===== config.mk =====
export PLATFORM = sky130hd
export DESIGN_NAME = rtc_core
export DESIGN_NICKNAME = d
export VERILOG_FILES = /design/src/rtl/rtc_pkg.sv /design/src/rtl/rtc_core_btn.sv /design/src/rtl/rtc_core.sv
export SDC_FILE = /design/constraint.sdc
export NUM_CORES = 1
export LEC_CHECK = 0
export CORE_UTILIZATION = 40
export DETAILED_ROUTE_END_ITERATION = 7
export PLACE_DENSITY = 0.59
export SYNTH_ARGS = -nofsm -noshare
export SYNTH_HDL_FRONTEND = slang
export SYNTH_SLANG_ARGS = --single-unit
export TNS_END_PERCENT = 20

===== constraint.sdc =====
create_clock -name clk_i -period 16.6 [get_ports clk_i]
set_input_delay 4.15 -clock clk_i [delete_from_list [all_inputs] [get_ports clk_i]]
set_output_delay 4.15 -clock clk_i [all_outputs]
set_load 0.03 [all_outputs]

===== src/rtl/rtc_pkg.sv =====
// Shared constants and helpers for the rtc_core timekeeping block.
// Field limits, widths, wrap-around adders and the 24 h -> 12 h display mapping.
package rtc_pkg;

   localparam int HOUR_W = 5;
   localparam int MS_W   = 6;

   localparam logic [MS_W-1:0]   SEC_MAX  = 6'd59;
   localparam logic [MS_W-1:0]   MIN_MAX  = 6'd59;
   localparam logic [HOUR_W-1:0] HOUR_MAX = 5'd23;

   // Adds 0..2 to a minute/second value and wraps past max_v back towards 0.
   function automatic logic [MS_W-1:0] wrap_ms(input logic [MS_W-1:0] val,
                                                input logic [1:0]      inc,
                                                input logic [MS_W-1:0] max_v);
      logic [MS_W:0] sum;
      sum = {1'b0, val} + {{(MS_W-1){1'b0}}, inc};
      if (sum > {1'b0, max_v}) begin
         sum = sum - ({1'b0, max_v} + 7'd1);
      end
      return sum[MS_W-1:0];
   endfunction

   function automatic logic [HOUR_W-1:0] wrap_hour(input logic [HOUR_W-1:0] val,
                                                   input logic [1:0]        inc);
      logic [HOUR_W:0] sum;
      sum = {1'b0, val} + {{(HOUR_W-1){1'b0}}, inc};
      if (sum > {1'b0, HOUR_MAX}) begin
         sum = sum - 6'd24;
      end
      return sum[HOUR_W-1:0];
   endfunction

   // Returns {pm, hour12}: 0 -> 12 AM, 12 -> 12 PM, 13..23 -> 1..11 PM.
   function automatic logic [HOUR_W:0] to_12h(input logic [HOUR_W-1:0] hour);
      logic              pm;
      logic [HOUR_W-1:0] h12;
      pm = (hour >= 5'd12);
      if (hour == 5'd0) begin
         h12 = 5'd12;
      end else if (hour > 5'd12) begin
         h12 = hour - 5'd12;
      end else begin
         h12 = hour;
      end
      return {pm, h12};
   endfunction

endpackage


===== src/rtl/rtc_core_btn.sv =====
// Held-button auto-repeat: one pulse on press, another HOLD_DLY cycles later,
// then one every REPEAT cycles until release.
module btn_repeat #(
   parameter int HOLD_DLY = 5,
   parameter int REPEAT   = 2
) (
   input  logic clk_i,
   input  logic rst_i,
   input  logic lvl_i,
   output logic pulse_o
);

   localparam int MAXC = (HOLD_DLY > REPEAT) ? HOLD_DLY : REPEAT;
   localparam int CW   = $clog2(MAXC + 1);
   localparam logic [CW-1:0] HOLD_C = CW'(HOLD_DLY);
   localparam logic [CW-1:0] REP_C  = CW'(REPEAT);
   localparam logic [CW-1:0] ONE    = CW'(1);

   logic          lvl_q;
   logic          rep_q, rep_d;
   logic [CW-1:0] cnt_q, cnt_d;

   // cnt_q counts cycles since the last pulse; rep_q marks the repeat phase.
   always_comb begin
      pulse_o = 1'b0;
      cnt_d   = cnt_q;
      rep_d   = rep_q;
      if (!lvl_i) begin
         cnt_d = '0;
         rep_d = 1'b0;
      end else if (!lvl_q) begin
         pulse_o = 1'b1;
         cnt_d   = ONE;
         rep_d   = 1'b0;
      end else if ((!rep_q && cnt_q == HOLD_C) || (rep_q && cnt_q == REP_C)) begin
         pulse_o = 1'b1;
         cnt_d   = ONE;
         rep_d   = 1'b1;
      end else begin
         cnt_d = cnt_q + ONE;
      end
   end

   always_ff @(posedge clk_i) begin
      if (rst_i) begin
         lvl_q <= 1'b0;
         cnt_q <= '0;
         rep_q <= 1'b0;
      end else begin
         lvl_q <= lvl_i;
         cnt_q <= cnt_d;
         rep_q <= rep_d;
      end
   end

endmodule


===== src/rtl/rtc_core.sv =====
// Timekeeping core: prescaler, h:m:s counter, alarm compare and 12/24 h output.
// Internal state is always 24 h; all outputs are registered from next state.
module rtc_core
   import rtc_pkg::*;
#(
   parameter int TPS       = 10,
   parameter int FAST_TPS  = 2,
   parameter int HOLD_DLY  = 5,
   parameter int REPEAT    = 2,
   parameter int ALARM_LEN = 60
) (
   input  logic              clk_i,
   input  logic              rst_i,
   input  logic              run_i,
   input  logic              fast_i,
   input  logic              inc_hour_i,
   input  logic              inc_min_i,
   input  logic              sel_alarm_i,
   input  logic              alarm_en_i,
   input  logic              fmt12_i,
   output logic [HOUR_W-1:0] hour_o,
   output logic [MS_W-1:0]   min_o,
   output logic [MS_W-1:0]   sec_o,
   output logic              pm_o,
   output logic              sec_pulse_o,
   output logic              alarm_o
);

   localparam int PW  = $clog2(TPS);
   localparam int ALW = $clog2(ALARM_LEN + 1);
   localparam logic [PW-1:0]  LIM_SLOW  = PW'(TPS - 1);
   localparam logic [PW-1:0]  LIM_FAST  = PW'(FAST_TPS - 1);
   localparam logic [ALW-1:0] ALEN_LAST = ALW'(ALARM_LEN - 1);

   logic              pulse_h, pulse_m;
   logic              hlvl_q, mlvl_q;
   logic              rise_h, rise_m;
   logic              edit_h, edit_m, dismiss;
   logic              tick, sec_carry, min_carry, trigger;

   logic [PW-1:0]     pre_q, pre_d;
   logic [MS_W-1:0]   sec_q, sec_d, min_q, min_d, amin_q, amin_d;
   logic [HOUR_W-1:0] hour_q, hour_d, ahour_q, ahour_d;
   logic              alarm_q, alarm_d;
   logic [ALW-1:0]    acnt_q, acnt_d;

   logic [HOUR_W-1:0] disp_h, h12, hour_out_q, hour_out_d;
   logic [MS_W-1:0]   disp_m, min_out_q, sec_out_q, sec_out_d;
   logic              pm12, pm_q, pm_d, spulse_q;

   btn_repeat #(.HOLD_DLY(HOLD_DLY), .REPEAT(REPEAT)) u_btn_hour (
      .clk_i   (clk_i),
      .rst_i   (rst_i),
      .lvl_i   (inc_hour_i),
      .pulse_o (pulse_h)
   );

   btn_repeat #(.HOLD_DLY(HOLD_DLY), .REPEAT(REPEAT)) u_btn_min (
      .clk_i   (clk_i),
      .rst_i   (rst_i),
      .lvl_i   (inc_min_i),
      .pulse_o (pulse_m)
   );

   // A press while the alarm sounds only silences it; held repeats still edit.
   assign rise_h  = inc_hour_i & ~hlvl_q;
   assign rise_m  = inc_min_i & ~mlvl_q;
   assign dismiss = alarm_q & (rise_h | rise_m);
   assign edit_h  = pulse_h & ~(alarm_q & rise_h);
   assign edit_m  = pulse_m & ~(alarm_q & rise_m);

   always_comb begin
      pre_d = pre_q;
      tick  = 1'b0;
      if (run_i) begin
         if (pre_q >= (fast_i ? LIM_FAST : LIM_SLOW)) begin
            pre_d = '0;
            tick  = 1'b1;
         end else begin
            pre_d = pre_q + PW'(1);
         end
      end
   end

   // Carries come from the tick alone, so an edit never ripples upward.
   always_comb begin
      sec_carry = tick & (sec_q == SEC_MAX);
      min_carry = sec_carry & (min_q == MIN_MAX);
      sec_d     = tick ? wrap_ms(sec_q, 2'd1, SEC_MAX) : sec_q;
      min_d     = wrap_ms(min_q, {1'b0, sec_carry} + {1'b0, edit_m & ~sel_alarm_i}, MIN_MAX);
      hour_d    = wrap_hour(hour_q, {1'b0, min_carry} + {1'b0, edit_h & ~sel_alarm_i});
      amin_d    = wrap_ms(amin_q, {1'b0, edit_m & sel_alarm_i}, MIN_MAX);
      ahour_d   = wrap_hour(ahour_q, {1'b0, edit_h & sel_alarm_i});
   end

   always_comb begin
      alarm_d = alarm_q;
      acnt_d  = acnt_q;
      trigger = tick & alarm_en_i & (sec_d == '0) & (min_d == amin_q) & (hour_d == ahour_q);
      if (!alarm_en_i) begin
         alarm_d = 1'b0;
         acnt_d  = '0;
      end else if (trigger) begin
         alarm_d = 1'b1;
         acnt_d  = '0;
      end else if (dismiss) begin
         alarm_d = 1'b0;
         acnt_d  = '0;
      end else if (alarm_q && tick) begin
         if (acnt_q == ALEN_LAST) begin
            alarm_d = 1'b0;
            acnt_d  = '0;
         end else begin
            acnt_d = acnt_q + ALW'(1);
         end
      end
   end

   always_comb begin
      disp_h        = sel_alarm_i ? ahour_d : hour_d;
      disp_m        = sel_alarm_i ? amin_d : min_d;
      {pm12, h12}   = to_12h(disp_h);
      hour_out_d    = fmt12_i ? h12 : disp_h;
      pm_d          = fmt12_i & pm12;
      sec_out_d     = sel_alarm_i ? '0 : sec_d;
   end

   always_ff @(posedge clk_i) begin
      if (rst_i) begin
         pre_q      <= '0;
         sec_q      <= '0;
         min_q      <= '0;
         hour_q     <= '0;
         amin_q     <= '0;
         ahour_q    <= '0;
         alarm_q    <= 1'b0;
         acnt_q     <= '0;
         hlvl_q     <= 1'b0;
         mlvl_q     <= 1'b0;
         hour_out_q <= fmt12_i ? 5'd12 : 5'd0;
         min_out_q  <= '0;
         sec_out_q  <= '0;
         pm_q       <= 1'b0;
         spulse_q   <= 1'b0;
      end else begin
         pre_q      <= pre_d;
         sec_q      <= sec_d;
         min_q      <= min_d;
         hour_q     <= hour_d;
         amin_q     <= amin_d;
         ahour_q    <= ahour_d;
         alarm_q    <= alarm_d;
         acnt_q     <= acnt_d;
         hlvl_q     <= inc_hour_i;
         mlvl_q     <= inc_min_i;
         hour_out_q <= hour_out_d;
         min_out_q  <= disp_m;
         sec_out_q  <= sec_out_d;
         pm_q       <= pm_d;
         spulse_q   <= tick;
      end
   end

   assign hour_o      = hour_out_q;
   assign min_o       = min_out_q;
   assign sec_o       = sec_out_q;
   assign pm_o        = pm_q;
   assign sec_pulse_o = spulse_q;
   assign alarm_o     = alarm_q;

endmodule


==> Yosys cells after proc, flatten, opt, wreduce, memory -nomap -nowiden <==
Index checks and enable logic that the tools add are counted.
{ "word_totals": {"mem_count": 0, "output_inout_bits": 20, "ff_bits": 68, "in_bits": 9, "word_cells": 137, "latchBits": 0, "mem_bits_rw": 0, "mem_bits_ro": 0} }
{ "classes": {"eq_ne": 9, "addsub": 17, "n_lt_le_gt_ge": 8, "mux": 32, "div": 0, "bitwise_logic": 27, "reduce_logical": 23, "multipliers": 0, "shifts": 0} }
{ "op_table": {"columns": ["operator", "n"], "rows": [
  ["$mux 6", 6],
  ["$mux 5", 7],
  ["$gt 7x6->1 const B", 3],
  ["$and 1x1->1", 18],
  ["$eq 6x6->1 const B", 3],
  ["$sub 6x6->6 const B", 3],
  ["$mux 1", 16],
  ["$gt 6x5->1 const B", 2],
  ["$mux 4", 3],
  ["$reduce_or 4->1", 3],
  ["$sub 5x5->5 const B", 2],
  ["$not 1->1", 8],
  ["$reduce_or 2->1", 4],
  ["$add 6x1->7", 1],
  ["$add 6x1->7 const B", 1],
  ["$add 6x2->7", 1],
  ["$add 3x1->3 const B", 2],
  ["$add 5x1->6", 1],
  ["$add 5x2->6", 1],
  ["$add 6x1->6 const B", 1],
  ["$eq 3x2->1 const B", 2],
  ["$eq 3x3->1 const B", 2],
  ["$eq 6x6->1", 1],
  ["$logic_not 6->1", 1],
  ["15 further kinds", 24]
]} }

==> Depth between registers and ports, before layout <==
Gate-level depths: netlist of run 1.
{ "logic_depth": {"ltp_word": 18, "ltp_mapped": 20, "mapped_depth_nobuf": 20} }

==> Modules after synthesis <==
From an unflattened synthesis of run 1, not the netlist that was laid out.
{ "hier_totals": {"hier_cells": 472, "area_unflattened_um2": 4156.5} }
{ "by_module_without_submodules": {"columns": ["module", "cells_per_inst", "instances", "seq_area_each_um2", "area_per_inst_um2"], "rows": [
  ["rtc_core", 428, 1, 1201.2, 3688.5],
  ["btn_repeat", 22, 2, 100.1, 234.0]
]} }

==> Least setup slack after synthesis of run 1 <==
OpenSTA, ideal clock, no wires.
{ "synth_timing": {"path_type": "input port to flip-flop", "from": "in fast_i", "to": "reg acnt_q[0]", "t_arrival_ns": 8.083, "path_slack_ns": 8.382, "stages": 18, "setup_time_ns": 0.135, "t_required_ns": 16.465, "n_path_buf": 1, "path_cell_list": "ha_1 > or4b_1 > and2_1 > nand2_1 > nor4_1 > fa_1 > ha_1 > clkbuf_1 > xnor2_1 > ha_1 > and3_1 > or4b_1 > a21oi_1 > a2111o_1 > a211oi_1 > o2111ai_2 > nor4b_4 > nor4_1"} }
{ "synth_via": {"elab_chain_len": 13, "elab_cells_between_ends": 26, "cone_classes": "6 x add/sub; 3 x order compare; 2 x eq/ne; 6 x mux; 6 x bitwise; 3 x reduce/logical"} }
{ "synth_lines": {"columns": ["item", "line_no", "rtl"], "rows": [
  ["start, declared", "rtc_core.sv:15", "input logic fast_i,"],
  ["$mux 4 (*)", "rtc_core.sv:76", "if (pre_q >= (fast_i ? LIM_FAST : LIM_SLOW)) begin"],
  ["$ge 4x4->1 (*)", "rtc_core.sv:76", null],
  ["$mux 1 (*)", "rtc_core.sv:76", null],
  ["$mux 1 (*)", "rtc_core.sv:75", "if (run_i) begin"],
  ["$and 1x1->1", "rtc_core.sv:87", "sec_carry = tick & (sec_q == SEC_MAX);"],
  ["$add 1x1->2 or $and 1x1->1 (tied branches)", "rtc_core.sv:90, rtc_core.sv:88", null],
  ["$add 6x2->7 or $add 1x1->2 (tied branches)", "rtc_pkg.sv:17, rtc_core.sv:91", null],
  ["$sub 6x6->6 (tied with other cells)", "rtc_pkg.sv:19", "sum = sum - ({1'b0, max_v} + 7'd1);"],
  ["$mux 6 (tied with other cells)", "rtc_pkg.sv:18", "if (sum > {1'b0, max_v}) begin"],
  ["$eq 6x6->1 or $mux 5 (tied branches)", "rtc_core.sv:99, rtc_pkg.sv:28", null],
  ["$and 1x1->1 or $eq 5x5->1 (tied branches)", "rtc_core.sv:99", "trigger = tick & alarm_en_i & (sec_d == '0) & (min_d == amin_q) & (hour_d == ahour_q);"],
  ["$and 1x1->1", "rtc_core.sv:99", null],
  ["$reduce_or 4->1 (no source line)", null, null],
  ["end signal, assigned", "rtc_core.sv:153", "acnt_q <= acnt_d;"],
  ["end, declared", "rtc_core.sv:45", "logic [ALW-1:0] acnt_q, acnt_d;"]
]} }
Every way passes the cells marked *; elsewhere a longest branch is shown, timed or not.
A chain may end at the register's enable or synchronous reset.

==> Worst setup path after layout of run 1 <==
Ends and elaborated chain as after synthesis.

==> flow_metrics.env, run 1 <==
export IMPL_status="finished, final reports clean"
export IMPL_fp_row_count=37
export IMPL_rsz0062_at_grt="false"
export IMPL_post_drt_via_cell_ratio=5.61
export IMPL_yosysSeqAreaShare_pct=32.1
export IMPL_clkSlewWorstSetupHoldPaths_ns=0.08
export IMPL_reg2reg_from="pre_q[0]$_SDFFE_PP0P_"
export IMPL_drt_wl_total_um=9950
export IMPL_maxSlewViolCount=0
export IMPL_antenna_cells=0
export IMPL_area_growth_synth_to_final_pct=13.3
export IMPL_fin_crit_ns=8.99
export IMPL_die_h_um=105
export IMPL_finalSetupViolations=0
export IMPL_overflow=0
export IMPL_synthTopCellsByArea="dfxtp_1 (32%), ha_1 (8.0%), nor2_1 (4.8%), xnor2_1 (4.3%), nand3_1 (2.8%)"
export IMPL_synth_edf_count=0
export IMPL_irDropWorstVdd_mv=0.0402
export IMPL_grt_use_total_pct=19.1
export IMPL_synthMuxAreaShare_pct=2.39
export IMPL_clock_sinks=68
export IMPL_synth_top_family_by_area="simple AND/OR/NAND/NOR gates"
export IMPL_first_iter_violations=293
export IMPL_final_cell_area_sq_um=4800
export IMPL_maxCapViolations=0
export IMPL_hold_viol_final=0
export IMPL_reg2regPathDepth=18
export IMPL_cp_arrival_ns=9.21
export IMPL_syn_nets=542
export IMPL_critPathMaxFanout=12
export IMPL_endpoint_kind="register"
export IMPL_hold_buffers=0
export IMPL_hp_class="reg -> reg"
export IMPL_ys_async_sr_fraction_pct=0
export IMPL_die_x_um=105
export IMPL_r2r_setup_slack_ns=11.45
export IMPL_vias=3711
export IMPL_syn_instance_count=504
export IMPL_dr_pass1_iters=5
export IMPL_relSlewSlack_pct=59.2
export IMPL_fin_tns_setup_ns=0
export IMPL_startpoint_type="input port"
export IMPL_cts_setup_buffers=0
export IMPL_cp_endpoint="acnt_q[0]$_SDFFE_PP0P_"
export IMPL_yosysTopAreaCellShare_pct=32.1
export IMPL_dp_hpwl_um=7320
export IMPL_synthFlopType="dfxtp_1"
export IMPL_cts_tree="done"
export IMPL_worst_ep_required_time_ns=16.82
export IMPL_place_area_sq_um=4590
export IMPL_cts_buffers=9
export IMPL_yosys_area_top_type="dfxtp_1"
export IMPL_crit_start="fast_i"
export IMPL_syn_mean_instance_area_sq_um=8.41
export IMPL_synth_area_sq_um=4240
export IMPL_grt_pass1_wl_um=17000
export IMPL_yosys_area_share_adder_pct=8.92
export IMPL_fmax_mhz=111
export IMPL_timing_final_crit_share_pct=54.2
export IMPL_grt_pass1_vias=3504
export IMPL_core_area_sq_um=10300
export IMPL_htreeDepth=3
export IMPL_grt_max_degree=50
export IMPL_p_leak_nw=1.88
export IMPL_ios=29
export IMPL_ys_types=74
export IMPL_wl_per_cell_um=15.1
export IMPL_num_nets_final=558
export IMPL_ys_ff_latch=68
export IMPL_ant_nets=0
export IMPL_clk_path_buf_depth=2
export IMPL_tightest_slew_ns=0.612
export IMPL_clock_skew_ns=0.0120
export IMPL_p_per_area_nw_per_um2=74.5
export IMPL_yosys_area_share_xor_xnor_pct=7.03
export IMPL_initial_core_util_pct=41.2
export IMPL_critPathKind="in -> reg"
export IMPL_antenna_found_initial=0
export IMPL_die_area_sq_um=11000
export IMPL_yosys_warnings=0
export IMPL_cts_root_buf="clkbuf_8"
export IMPL_yosys_area_share_simple_pct=25.1
export IMPL_gp_congestion=0.927
export IMPL_drive_gt1_share_pct=6.48
export IMPL_port_buffers=28
export IMPL_drc_errors=0
export IMPL_r2r_end="acnt_q[0]$_SDFFE_PP0P_"
export IMPL_insertion_delay_ns=0.34
export IMPL_cts_resized=0
export IMPL_synth_compound_area_share_pct=19.0
-- area by class of cell --
| class | instances | area [sq um] |
|---|---|---|
| fill | 1036 | 5480 |
| multi-input combinational | 380 | 2650 |
| sequential | 68 | 1360 |
| timing repair buffer | 30 | 290 |
| tap | 136 | 170 |
| clock buffer | 10 | 128 |
| inverter | 31 | 116 |
| clock inverter | 6 | 87.6 |
-- how the worst min path moves through the flow --
stage	from	endpoint	slack, ns	cells after the start
2_1_floorplan	pre_q[1]$_SDFFE_PP0P_	pre_q[1]$_SDFFE_PP0P_	0.48	2
3_3_place_gp	u_btn_min.lvl_q$_SDFF_PP0_	u_btn_min.rep_q$_SDFFE_PP0P_	0.49	1
3_5_place_dp	u_btn_min.lvl_q$_SDFF_PP0_	u_btn_min.rep_q$_SDFFE_PP0P_	0.50	1
4_1_cts	pre_q[1]$_SDFFE_PP0P_	pre_q[1]$_SDFFE_PP0P_	0.52	2
5_1_grt	u_btn_hour.lvl_q$_SDFF_PP0_	u_btn_hour.rep_q$_SDFFE_PP0P_	0.54	1
6_report	pre_q[1]$_SDFFE_PP0P_	pre_q[1]$_SDFFE_PP0P_	0.51	2
-- power by group --
group	internal [mW]	total [mW]	leakage [nW]	switching [mW]
Sequential	0.167	0.171	0.552	0.00364
Clock	0.0849	0.150	0.111	0.0650
Combinational	0.0154	0.0369	1.21	0.0214
-- registers in the layout, summed over array words and instances (netlist names), 6 cells and up --
signal and count:
sec_q 6, min_o 6, amin_q 6, sec_o 6
min_q 6, acnt_q 6
-- cells in the final DEF, fill, tap and decap left out, drive strengths merged, types with 5 or more instances in the layout --
cell	n
nand2	30
a21o	6
clkbuf	10
nand2b	6
and2	5
nand3	24
nand4	6
xor2	13
clkdlybuf4s50	27
nor3	14
xnor2	21
o211ai	5
mux2i	9
inv	31
a31oi	7
nor2	54
nor3b	8
ha	27
o21ai	21
dfxtp	68
nor2b	17
and3	10
a21oi	22
-- cells in the mapped netlist (8+ instances only) --
cell type,instances
o21ai_0,12
dfxtp_1,68
clkbuf_1,16
ha_1,27
o21ai_1,8
a21oi_1,22
nor3_1,14
nand2_1,30
nor2b_1,17
xor2_1,13
nand3_1,24
nor2_1,54
nor3b_1,8
inv_1,28
and3_1,10
mux2i_1,9
xnor2_1,21
-- cells by family after synthesis --
family,Yosys count
xor gates and xnor gates,34
AOI/OAI and AO/OA,108
muxes,10
buffers and inverters,56
and+or+nand+nor,199
adders and majority gates,29
DFF,68
-- per-stage QoR --
step	hold WS [ns]	std cells	setup slack, ns	power, mW	util (%)
after global routing	0.543	661	7.10	0.376	46.7
after global placement	0.494	645	7.31	0.211	44.6
final	0.515	661	7.61	0.358	46.7
after CTS	0.520	661	7.66	0.363	46.7
after detailed placement	0.499	645	7.34	0.212	44.6
after floorplan	0.476	504	8.38	0.199	-
-- routing by layer --
metal	GRT usage, %	up-vias	wire (um)
met4	9.26	0	291
li1	-	1826	-
met2	30.2	113	4500
met3	2.81	30	480
met5	0	-	0
met1	25.5	1742	4680
-- critical path: stages --
cell and delay [ns]:
clkdlybuf4s50_1 0.40, ha_1 0.23, or4b_1 0.53, and2_1 0.31, nand2_1 0.19, nor4_1 0.09, fa_1 0.52, ha_1 0.34
xnor2_1 0.44, ha_1 0.28, and3_1 0.21, or4b_1 0.12, a21oi_1 0.08, a2111o_1 0.30, a211oi_1 0.29, o2111ai_2 0.20
nor4b_4 0.40, nor4_1 0.11
Note: power is estimated with default switching activity, not from simulation.
==> run 2, diff against run 1 <==
Clock period 16.6 ns to 8.6 ns, I/O delays scaled along.
==> run 2 against run 1 <==
Total power up 93%. Hold slack got worse by 0.0043 ns. Via count decreased by 0.59%. Utilization unchanged. Critical path type unchanged. Largest power group unchanged. Highest routed layer unchanged.
==> flow_metrics.env, run 2 (synthesized netlist as in run 1, its figures left out) <==
export IMPL_grt_pass1_wl_um=16800
export IMPL_dp_hpwl_um=7320
export IMPL_ant_nets=0
export IMPL_cts_setup_buffers=0
export IMPL_cts_tree="done"
export IMPL_seq_area_sq_um=1360
export IMPL_maxCapViolations=0
export IMPL_area_growth_synth_to_final_pct=13.3
export IMPL_drc_errors=0
export IMPL_ios=29
export IMPL_routed_top_layer="met4"
export IMPL_status="finished, final reports clean"
export IMPL_met3WireLength_um=488
export IMPL_hold_buffers=0
export IMPL_irDropWorstVdd_mv=0.0615
export IMPL_startpoint_type="input port"
export IMPL_vias=3689
export IMPL_cts_buffers=9
export IMPL_relSlewSlack_pct=60.0
export IMPL_layout_commonest_cell="dfxtp_1"
export IMPL_core_area_sq_um=10300
export IMPL_insertion_delay_ns=0.35
export IMPL_p_leak_nw=1.88
export IMPL_finalSetupViolations=0
export IMPL_rsz0062_at_grt="false"
export IMPL_initial_core_util_pct=41.2
export IMPL_clock_skew_ns=0.0112
export IMPL_multiInputGateArea_sq_um=2650
export IMPL_fp_row_count=37
export IMPL_worst_ep_required_time_ns=8.82
export IMPL_fin_crit_ns=7.00
export IMPL_die_h_um=105
export IMPL_fmax_mhz=143
export IMPL_grt_use_total_pct=19.0
export IMPL_grt_max_degree=50
export IMPL_endpoint_kind="register"
export IMPL_critPathKind="in -> reg"
export IMPL_die_x_um=105
export IMPL_cts_resized=0
export IMPL_routedLengthMet1_um=4620
export IMPL_clock_sinks=68
export IMPL_port_buffers=28
export IMPL_fin_tns_setup_ns=0
export IMPL_timing_final_crit_share_pct=81.4
export IMPL_finalPower_mw=0.691
export IMPL_cp_arrival_ns=7.22
export IMPL_first_iter_violations=244
export IMPL_tightest_slew_ns=0.600
export IMPL_layout_common_cells="dfxtp_1 (68), nor2_1 (54), nand2_1 (30), inv_1 (28)"
export IMPL_fill_cells=1040
export IMPL_cts_root_buf="clkbuf_8"
export IMPL_clkSlewWorstSetupHoldPaths_ns=0.08
export IMPL_hp_class="reg -> reg"
export IMPL_dr_pass1_iters=5
export IMPL_drive_gt1_share_pct=6.48
export IMPL_hold_viol_final=0
export IMPL_antenna_found_initial=0
export IMPL_htreeDepth=3
export IMPL_wl_met2_um=4420
export IMPL_drt_wl_total_um=9820
export IMPL_wl_per_cell_um=14.9
export IMPL_post_drt_via_cell_ratio=5.58
export IMPL_die_area_sq_um=11000
export IMPL_num_nets_final=558
export IMPL_maxSlewViolCount=0
export IMPL_gp_congestion=0.927
export IMPL_overflow=0
export IMPL_antenna_cells=0
export IMPL_grt_pass1_vias=3520
export IMPL_critPathMaxFanout=12
export IMPL_clk_path_buf_depth=2
export IMPL_p_per_area_nw_per_um2=144
[run 2: cell counts in the layout (fill, tap and decap cells not counted)]
Identical to the previous run, type by type.
[run 2: path summary, 6_finish.rpt]
kind	from	to	slack, ns	cells past startpoint
max reg2reg	pre_q[1]$_SDFFE_PP0P_	acnt_q[0]$_SDFFE_PP0P_	3.46	17
min	pre_q[1]$_SDFFE_PP0P_	pre_q[1]$_SDFFE_PP0P_	0.51	2
min reg2reg	pre_q[1]$_SDFFE_PP0P_	pre_q[1]$_SDFFE_PP0P_	0.51	2
max	fast_i	acnt_q[0]$_SDFFE_PP0P_	1.60	17
[run 2: metrics by stage]
step / cell area, sq um / setup WS (ns) / utilization (%) / cells / hold slack [ns]
after CTS: 4800 / 1.64 / 46.7 / 661 / 0.510
after detailed placement: 4590 / 1.30 / 44.6 / 645 / 0.499
after global routing: 4800 / 1.12 / 46.7 / 661 / 0.544
after global placement: 4590 / 1.31 / 44.6 / 645 / 0.494
after floorplan: 4240 / 2.38 / - / 504 / 0.476
final: 4800 / 1.60 / 46.7 / 661 / 0.511
[run 2: power by group]
group	switching [mW]	internal [mW]
combinational	0.0414	0.0298
sequential	0.00692	0.323
clock	0.126	0.164
total	0.174	0.517
[run 2: layout make-up]
| class | count | area share [%] |
|---|---|---|
| flip-flops and latches | 68 | 28.4 |
| clock buffers | 10 | 2.66 |
| repair buffers | 30 | 6.05 |
| inverters | 31 | 2.42 |
| multi-input cells | 380 | 55.1 |
| clock inverters | 6 | 1.82 |
| well taps | 136 | 3.54 |
[run 2: routing by layer]
| layer | track usage [%] | up-vias |
|---|---|---|
| met2 | 29.1 | 117 |
| li1 | - | 1819 |
| met5 | 0 | - |
| met4 | 9.96 | 0 |
| met1 | 25.7 | 1722 |
| met3 | 2.93 | 31 |
[run 2: worst max-delay path, cell delays in order]
cell and delay (ns):
clkdlybuf4s50_1 0.41, ha_1 0.23, or4b_1 0.53, and2_1 0.32, nand2_1 0.18, nor4_1 0.09, fa_1 0.51, ha_1 0.33
xnor2_1 0.46, ha_1 0.28, nand3_1 0.21, nand3_1 0.17, o21ai_0 0.08, o21ai_0 0.44, xor2_1 0.23, nor4b_4 0.48
nor4_1 0.12
==> run 3, diff against run 2 <==
Clock period 8.6 ns to 6.8 ns, I/O delays scaled along.
==> run 3 against run 2 <==
Total power grew 22%. Wire length grew 0.20%. Critical path depth grew 1. Die area is the same. Cell count grew 0.45%. Setup slack lost 0.85 ns. First-iteration DRC count shrank 29%. Critical path type unchanged. Highest routed layer unchanged.
==> flow_metrics.env, run 3 (synthesized netlist as in run 1, its figures left out) <==
export IMPL_hold_buffers=0
export IMPL_grt_pass1_wl_um=16400
export IMPL_p_comb_share_pct=10.8
export IMPL_cp_slowest_cell="or4b_1"
export IMPL_finalPower_mw=0.845
export IMPL_seqPwrFrac_pct=49.4
export IMPL_overflow=0
export IMPL_r2r_setup_slack_ns=2.15
export IMPL_startpoint_type="input port"
export IMPL_drt_wl_total_um=9840
export IMPL_wl_per_cell_um=14.8
export IMPL_grt_use_total_pct=18.6
export IMPL_p_leak_nw=1.88
export IMPL_htreeDepth=3
export IMPL_cts_tree="done"
export IMPL_antenna_found_initial=0
export IMPL_cp_arrival_ns=6.26
export IMPL_dr_pass1_iters=4
export IMPL_cts_setup_buffers=0
export IMPL_status="finished, final reports clean"
export IMPL_p_per_area_nw_per_um2=176
export IMPL_place_area_sq_um=4610
export IMPL_fin_tns_setup_ns=0
export IMPL_final_cell_area_sq_um=4810
export IMPL_wl_met2_um=4590
export IMPL_post_drt_via_cell_ratio=5.57
export IMPL_grt_max_degree=50
export IMPL_die_x_um=105
export IMPL_area_growth_synth_to_final_pct=13.4
export IMPL_clkSlewWorstSetupHoldPaths_ns=0.09
export IMPL_maxCapViolations=0
export IMPL_hold_viol_final=0
export IMPL_die_area_sq_um=11000
export IMPL_worstPathCellList="clkdlybuf4s50_1 > ha_1 > or4b_1 > and2_1 > nand2_1 > nor4_1 > fa_1 > ha_1 > xnor2_1 > ha_1 > and3_1 > a221oi_1 > o211ai_1 > a21o_1 > a211oi_1 > o2111ai_2 > nor4b_4 > nor3_1"
export IMPL_critPathMaxFanout=10
export IMPL_clock_skew_ns=0.0133
export IMPL_antenna_cells=0
export IMPL_tightest_slew_ns=0.614
export IMPL_cpPeakStageDelay_ns=0.52
export IMPL_dp_hpwl_um=7350
export IMPL_cts_resized=0
export IMPL_num_nets_final=561
export IMPL_layout_common_cells="dfxtp_1 (68), nor2_1 (54), nand2_1 (30), inv_1 (28)"
export IMPL_relSlewSlack_pct=59.0
export IMPL_critPathKind="in -> reg"
export IMPL_hold_ws_ns=0.519
export IMPL_p_int_mw=0.618
export IMPL_worst_ep_required_time_ns=7.01
export IMPL_routed_top_layer="met4"
export IMPL_vias=3698
export IMPL_drc_errors=0
export IMPL_first_iter_violations=173
export IMPL_cts_root_buf="clkbuf_8"
export IMPL_initial_core_util_pct=41.2
export IMPL_fp_row_count=37
export IMPL_p_sw_mw=0.227
export IMPL_path_common_cell="ha_1"
export IMPL_port_buffers=28
export IMPL_ios=29
export IMPL_fmax_mhz=165
export IMPL_endpoint_kind="register"
export IMPL_routedLengthMet1_um=4820
export IMPL_switching_share_pct=26.8
export IMPL_rsz0062_at_grt="false"
export IMPL_finalSetupViolations=0
export IMPL_layout_commonest_cell="dfxtp_1"
export IMPL_maxSlewViolCount=0
export IMPL_grt_pass1_vias=3456
export IMPL_power_share_clock_pct=39.9
export IMPL_insertion_delay_ns=0.34
export IMPL_die_h_um=105
export IMPL_timing_final_crit_share_pct=89.0
export IMPL_clock_sinks=68
export IMPL_gp_congestion=0.871
export IMPL_cts_buffers=9
export IMPL_drive_gt1_share_pct=7.20
export IMPL_met3WireLength_um=281
export IMPL_clk_path_buf_depth=2
export IMPL_ant_nets=0
export IMPL_fin_crit_ns=6.05
export IMPL_irDropWorstVdd_mv=0.0805
export IMPL_hp_class="reg -> reg"
export IMPL_core_area_sq_um=10300
## run 3: cell count changes in the layout (fill, tap and decap cells not counted), sizes merged
cell,previous run,this run
clkinvlp,0,1
inv,31,32
buf,3,6
clkbuf,10,9
bufinv,2,1
## run 3: final cells by class
type	instances	area, sq um
Clock buffer	9	124
Clock inverter	7	73.8
Fill cell	1035	5470
Inverter	31	116
Multi-Input combinational cell	380	2650
Sequential cell	68	1360
Tap cell	136	170
Timing Repair Buffer	33	313
## run 3: critical path: cells and delay by family
family / cells / cell delay, ns
simple gates: 7 / 1.62
fa+ha+maj: 4 / 1.32
xor+xnor: 1 / 0.19
buf+inv: 1 / 0.41
compound gates: 5 / 1.05
## run 3: per-layer routing
metal	global-route usage (%)	vias up
met4	7.14	0
met1	24.7	1780
met3	3.37	11
li1	-	1832
met5	0	-
met2	30.0	75
## run 3: final timing paths
check | from | to | cells past startpoint
setup / recovery | fast_i | acnt_q[5]$_SDFFE_PP0P_ | 18
hold reg to reg | pre_q[1]$_SDFFE_PP0P_ | pre_q[1]$_SDFFE_PP0P_ | 2
hold / removal | pre_q[1]$_SDFFE_PP0P_ | pre_q[1]$_SDFFE_PP0P_ | 2
setup reg to reg | pre_q[1]$_SDFFE_PP0P_ | acnt_q[5]$_SDFFE_PP0P_ | 18
## run 3: power by group through the flow
stage          registers [mW]  clock network, mW  logic, mW
2_1_floorplan           0.433                  0     0.0540
3_3_place_gp            0.426                  0     0.0911
5_1_grt                 0.419              0.369      0.100
6_report                0.417              0.337     0.0910
3_5_place_dp            0.427                  0     0.0912
4_1_cts                 0.417              0.351     0.0919
## run 3: metrics by stage
stage,util [%],cells,setup slack [ns]
finish,46.8,664,0.748
global route,46.8,664,0.412
CTS,46.8,664,0.790
detailed placement,44.8,648,0.418
global placement,44.8,648,0.476
floorplan,-,504,1.03
==> patch 1, RTL diff (settings of run 3) <==
`SEC_MAX`: 6'd59 -> 6'd29.
--- a/src/rtl/rtc_pkg.sv
+++ b/src/rtl/rtc_pkg.sv
@@ -5,7 +5,7 @@
    localparam int HOUR_W = 5;
    localparam int MS_W   = 6;
 
-   localparam logic [MS_W-1:0]   SEC_MAX  = 6'd59;
+   localparam logic [MS_W-1:0]   SEC_MAX  = 6'd29;
    localparam logic [MS_W-1:0]   MIN_MAX  = 6'd59;
    localparam logic [HOUR_W-1:0] HOUR_MAX = 5'd23;
 
Function: no difference found for any inputs over 10 cycles, from zero or initial values and one cycle with rst_i high; that may be too few to reach the edited logic, so the function may still have changed.
==> patch 1 against run 3 <==
Critical path depth stayed put; setup slack worse by 220 ps; utilization is 1.6 points higher; largest cell class unchanged; power is 4.3% higher; sequential cell count stayed put; cell area is 5.8% lower; largest power group unchanged; count of clock-buffer cells in the layout stayed put; highest routed layer unchanged; wire length is 15% lower; synthesized area is 7.6% lower.
==> patch 1: results (changes against run 3) <==
Final layout
  – Layout cells sized above 1: 7.93% (+0.74 points)
  – Diodes inserted: 0 (unchanged)
  – # fillers: 937 (-9.5%)
  – Seq. cell area: 1360 µm² (unchanged)
  – Nets: 513 (-8.6%)

Place
  – IO Port Bufs: 28 (unchanged)
  – Area post-placement: 4310 µm² (-6.6%)
  – Placer Congestion: 0.892 (+2.4%)
  – DPL Wire Length: 6.23 mm (-15%)

Global route
  – Vias in the first global route: 3136 (-9.3%)
  – Global Route Usage Sum: 18.5% (-0.18 points)
  – Met3 Use GR: 4.65% (+1.3 points)
  – Global-route wire length before repair: 14.8 mm (-9.9%)
  – Grt met2 use: 31.0% (+0.99 points)
  – Pin count of the biggest net entering global routing: 50 (unchanged)
  – Met1 Usage GRT: 23.1% (-1.6 points)

Worst setup path
  – Max FO, Critical Path: 7 (-3)
  – WP data arrival: 6500 ps (+240 ps)
  – Reg-to-reg setup timing slack: 1920 ps (-230 ps)
  – FF-to-FF End: acnt_q[1]$_SDFFE_PP0P_
  – Beginning of the worst register-to-register path: pre_q[1]$_SDFFE_PP0P_

Power
  – Peak supply drop: 0.000105 V (+31%)
  – Lkg Pwr: 1.84 nW (-2.4%)

Synth
  – Async set or reset register ratio after synthesis: 0% (unchanged)
  – Distinct cell type count of the synthesized netlist: 73 (-1.4%)
  – Seq/Total Area, Yosys: 34.7% (+2.6 points)
  – Synth area leaders: dfxtp_1 35%, ha_1 8.9%, nor2_1 5.4%
  – Top_reg_cell synth: dfxtp_1
  – Synth cell count leaders: 68 x dfxtp_1, 56 x nor2_1, 28 x ha_1
  – Syn_nets: 486 (-10%)

Clock network
  – CTS Buf Count: 9 (unchanged)
  – Post-CTS Repair Setup Buffers: 0 (unchanged)
  – Post-cts sizing count: 0 (unchanged)
  – CTS root buf: clkbuf_8
  – Clock slew seen by the registers of the worst setup and hold paths: 80 ps

Hold path
  – Hold depth: 1 (-1)
  – Worst Hold Path EP: u_btn_hour.rep_q$_SDFFE_PP0P_
  – Hold Crit Start: u_btn_hour.lvl_q$_SDFF_PP0_
  – Hold/Removal Path Class: reg2reg

Timing
  – Relative slew slack: 64.9% (+6.0 points)
  – Clock skew: 9.94 ps (-3.37 ps)

Routing
  – Vias: 3157 (-15%)
  – Drt initial violations: 81 (-53%)
  – Drt first pass iters: 5 (+1)
  – Routed WL: 8.38 mm (-15%)

Status
  – Outcome: finished clean
-- patch 1: cell count changes after synthesis, sizes merged, moves of 4 or more --
cell    delta
a21oi      -5
a31oi      -7
and3       -4
clkbuf     -9
inv        -6
nand2      -5
nand3      -8
nor2       +5
o211ai     -4
o21ai      -7
-- patch 1: logic make-up after synthesis --
kind of cell,Yosys count,synth area share (%)
buffers and inverters,39,4.25
multiplexers,8,2.08
AO/OA/AOI/OAI,80,15.0
adder cells (fa/ha/maj),30,9.97
AND/OR/NAND/NOR,183,25.1
flip-flops,68,34.7
XOR/XNOR,39,8.91
-- patch 1: power breakdown --
part	total, W	internal (W)	switching, W
Sequential	0.000417	0.000409	0.00000848
Combinational	0.0000917	0.0000391	0.0000525
Clock	0.000373	0.000208	0.000164
Total	0.000881	0.000656	0.000225
-- patch 1: layer usage --
metal | up-vias | share of wire [%]
li1 | 1611 | -
met1 | 1462 | 48
met2 | 74 | 47
met3 | 10 | 4.5
met4 | 0 | 0.88
met5 | - | 0
-- patch 1: critical path, stage by stage --
cell	delay (ps)
clkdlybuf4s50_1	400
ha_1	220
or4b_2	660
nand2_1	230
nor3_1	120
fa_1	450
ha_1	270
xor2_2	200
inv_1	120
ha_1	170
nand3_1	100
nor4_1	260
o21ai_0	180
a211oi_1	290
o32ai_1	110
nor4b_1	470
and4_1	460
nor3b_2	80
-- patch 1: layout make-up --
class	instances	area share [%]
clock buffers	9	2.74
clock inverters	7	2.18
inverters	24	1.99
multi-input cells	340	52.8
flip-flops and latches	68	30.1
well taps	129	3.56
repair buffers	31	6.69
-- patch 1: worst max path at each step --
stage	endpoint	cells past startpoint
2_1_floorplan	acnt_q[4]$_SDFFE_PP0P_	18
3_3_place_gp	acnt_q[1]$_SDFFE_PP0P_	18
3_5_place_dp	acnt_q[1]$_SDFFE_PP0P_	18
4_1_cts	acnt_q[1]$_SDFFE_PP0P_	18
5_1_grt	acnt_q[4]$_SDFFE_PP0P_	18
6_report	acnt_q[1]$_SDFFE_PP0P_	18
-- patch 1: metrics by stage --
step	worst slack [ps]	std cells	hold slack (ps)
floorplan	1270	447	475
global placement	394	592	496
detailed placement	245	592	505
CTS	598	608	510
global route	164	608	517
finish	524	608	510
==> patch 2, RTL diff (flow settings as in run 3) <==
Made on the original files. Add an input register stage for `fmt12_i`; this delays it by one clock. The other inputs are not delayed to match.
--- a/src/rtl/rtc_core.sv
+++ b/src/rtl/rtc_core.sv
@@ -31,6 +31,12 @@
    localparam logic [PW-1:0]  LIM_SLOW  = PW'(TPS - 1);
    localparam logic [PW-1:0]  LIM_FAST  = PW'(FAST_TPS - 1);
    localparam logic [ALW-1:0] ALEN_LAST = ALW'(ALARM_LEN - 1);
+
+   logic fmt12_q;
+
+   always_ff @(posedge clk_i) begin
+      fmt12_q <= fmt12_i;
+   end
 
    logic              pulse_h, pulse_m;
    logic              hlvl_q, mlvl_q;
@@ -120,8 +126,8 @@
       disp_h        = sel_alarm_i ? ahour_d : hour_d;
       disp_m        = sel_alarm_i ? amin_d : min_d;
       {pm12, h12}   = to_12h(disp_h);
-      hour_out_d    = fmt12_i ? h12 : disp_h;
-      pm_d          = fmt12_i & pm12;
+      hour_out_d    = fmt12_q ? h12 : disp_h;
+      pm_d          = fmt12_q & pm12;
       sec_out_d     = sel_alarm_i ? '0 : sec_d;
    end
 
@@ -137,7 +143,7 @@
          acnt_q     <= '0;
          hlvl_q     <= 1'b0;
          mlvl_q     <= 1'b0;
-         hour_out_q <= fmt12_i ? 5'd12 : 5'd0;
+         hour_out_q <= fmt12_q ? 5'd12 : 5'd0;
          min_out_q  <= '0;
          sec_out_q  <= '0;
          pm_q       <= 1'b0;
Formal check against the unedited RTL: not equivalent (a bounded check fails within 4 cycles, from zero or initial values and one cycle with rst_i high).
==> patch 2 against run 3 <==
Final cell count up 1.7%; power up 7.8%; setup slack worse by 96 ps; wire length up 4.1%; synthesized area up 1.4%; utilization up 0.31 points; maximum frequency down 1.6%; cell area up 1.6%; clock skew down 3.1 ps; sequential cell count up 1; global-route usage up 1.1 points; largest cell class unchanged; highest routed layer unchanged.
==> patch 2: results (changes against run 3) <==
Place
  – IO Port Bufs: 28 (unchanged)
  – Placer Congestion: 0.915 (+5.0%)
  – Dpl cells: 659 (+1.7%)
  – DPL Wire Length: 7.50 mm (+2.0%)
  – Area post-placement: 4670 µm² (+1.3%)
  – Setup WS pre-CTS: 280 ps (-138 ps)

Global route
  – Pin count of the biggest net entering global routing: 52 (+4.0%)
  – Vias in the first global route: 3574 (+3.4%)
  – Global Route Usage Sum: 19.8% (+1.1 points)
  – Antenna violations before repair: 0 (unchanged)
  – Global-route wire length before repair: 17.6 mm (+7.0%)

Routing
  – Routed WL: 10.2 mm (+4.1%)
  – Drt first pass iters: 5 (+1)
  – Drt initial violations: 187 (+8.1%)
  – Vias per Instance: 5.45 (-2.1%)

Worst setup path
  – WP data arrival: 6380 ps (+120 ps)
  – Beginning of the worst register-to-register path: pre_q[0]$_SDFFE_PP0P_
  – FF-to-FF End: acnt_q[1]$_SDFFE_PP0P_
  – Max FO, Critical Path: 12 (+2)
  – Reg-to-reg setup timing slack: 1780 ps (-370 ps)
  – Cell count of the worst reg-to-reg path: 18 (unchanged)

Power
  – Sw frac: 26.9% (about the same)
  – Logic pwr share: 12.7% (+1.9 points)
  – Lkg Pwr: 1.93 nW (+2.7%)
  – Peak supply drop: 0.0000761 V (-5.6%)
  – Seq pwr share: 47.6% (-1.8 points)
  – Overall power: 0.000912 W (+7.8%)

Final layout
  – Layout cells sized above 1: 8.72% (+1.5 points)
  – Area Overhead vs Synth: 13.6%
  – Nets: 572 (+2.0%)
  – Finished Layout Cells: 675 (+1.7%)
  – # fillers: 1052 (+1.6%)

Flow run
  – Max-Cap Viols: 0 (unchanged)

Synth
  – Syn_nets: 551 (+1.7%)
  – Synth area leaders: dfxtp_1 32%, ha_1 7.9%, nor2_1 4.8%
  – Synth cell count leaders: 69 x dfxtp_1, 55 x nor2_1, 35 x nand2_1
  – Seq/Total Area, Yosys: 32.1% (about the same)
  – Distinct cell type count of the synthesized netlist: 77 (+4.1%)
  – Syn_area_per_cell: 8.38 µm² (-0.36%)

Hold path
  – Hold/Removal Path Class: reg2reg
  – Worst Hold Path EP: pm_o$_SDFF_PP0_
  – Hold Crit Start: fmt12_q$_DFF_P_

Status
  – Outcome: finished clean

Clock network
  – Post-CTS Repair Setup Buffers: 0 (unchanged)
  – CTS Buffer Depth: 2 (unchanged)
  – Clock Latency Late Sink: 360 ps (+20 ps)
  – Post-cts sizing count: 0 (unchanged)

Timing
  – Clock skew: 10.2 ps (-3.07 ps)
  – Hold_ws: 502 ps (-16.5 ps)
  – Relative slew slack: 51.9% (-7.1 points)
## patch 2: routing by layer
metal / vias up / GRT usage [%] / part of all wire (%)
met2: 76 / 32.2 / 46
met1: 1726 / 25.7 / 49
li1: 1863 / - / -
met5: - / 0 / 0
met4: 0 / 7.74 / 1.7
met3: 14 / 3.71 / 3.7
## patch 2: area by class of cell
type / instances / share of cell area [%]
Multi-Input combinational cell: 389 / 54.9
Sequential cell: 69 / 28.3
Timing Repair Buffer: 35 / 6.72
Tap cell: 136 / 3.49
Clock buffer: 13 / 3.46
Inverter: 30 / 2.31
Clock inverter: 3 / 0.872
## patch 2: how the worst max path moves through the flow
stage | start | to | slack [ps] | cells past startpoint
final | fast_i | acnt_q[1]$_SDFFE_PP0P_ | 650 | 17
after global routing | fast_i | acnt_q[2]$_SDFFE_PP0P_ | 210 | 17
after CTS | fast_i | acnt_q[1]$_SDFFE_PP0P_ | 670 | 17
after detailed placement | fast_i | acnt_q[4]$_SDFFE_PP0P_ | 280 | 17
after global placement | fast_i | acnt_q[4]$_SDFFE_PP0P_ | 500 | 17
after floorplan | fast_i | acnt_q[0]$_SDFFE_PP0P_ | 1460 | 18
## patch 2: worst max-delay path: stages
cell,delay (ps)
clkdlybuf4s50_1,400
ha_1,310
a21o_4,170
nand2_1,140
nor4_1,630
fa_1,330
ha_1,440
xnor2_2,230
ha_1,230
nand3_1,150
and3_1,230
o32a_1,350
a32oi_1,200
nand4_1,130
nor4b_2,300
and4_1,360
nor3_1,80
## patch 2: cells by family after synthesis
family,after synthesis,share of synthesized area (%)
simple gates,223,27.5
xor+xnor,31,6.49
flops,69,32.1
mux,11,2.68
compound gates,95,16.8
fa+ha+maj,29,8.79
buf+inv,55,5.56
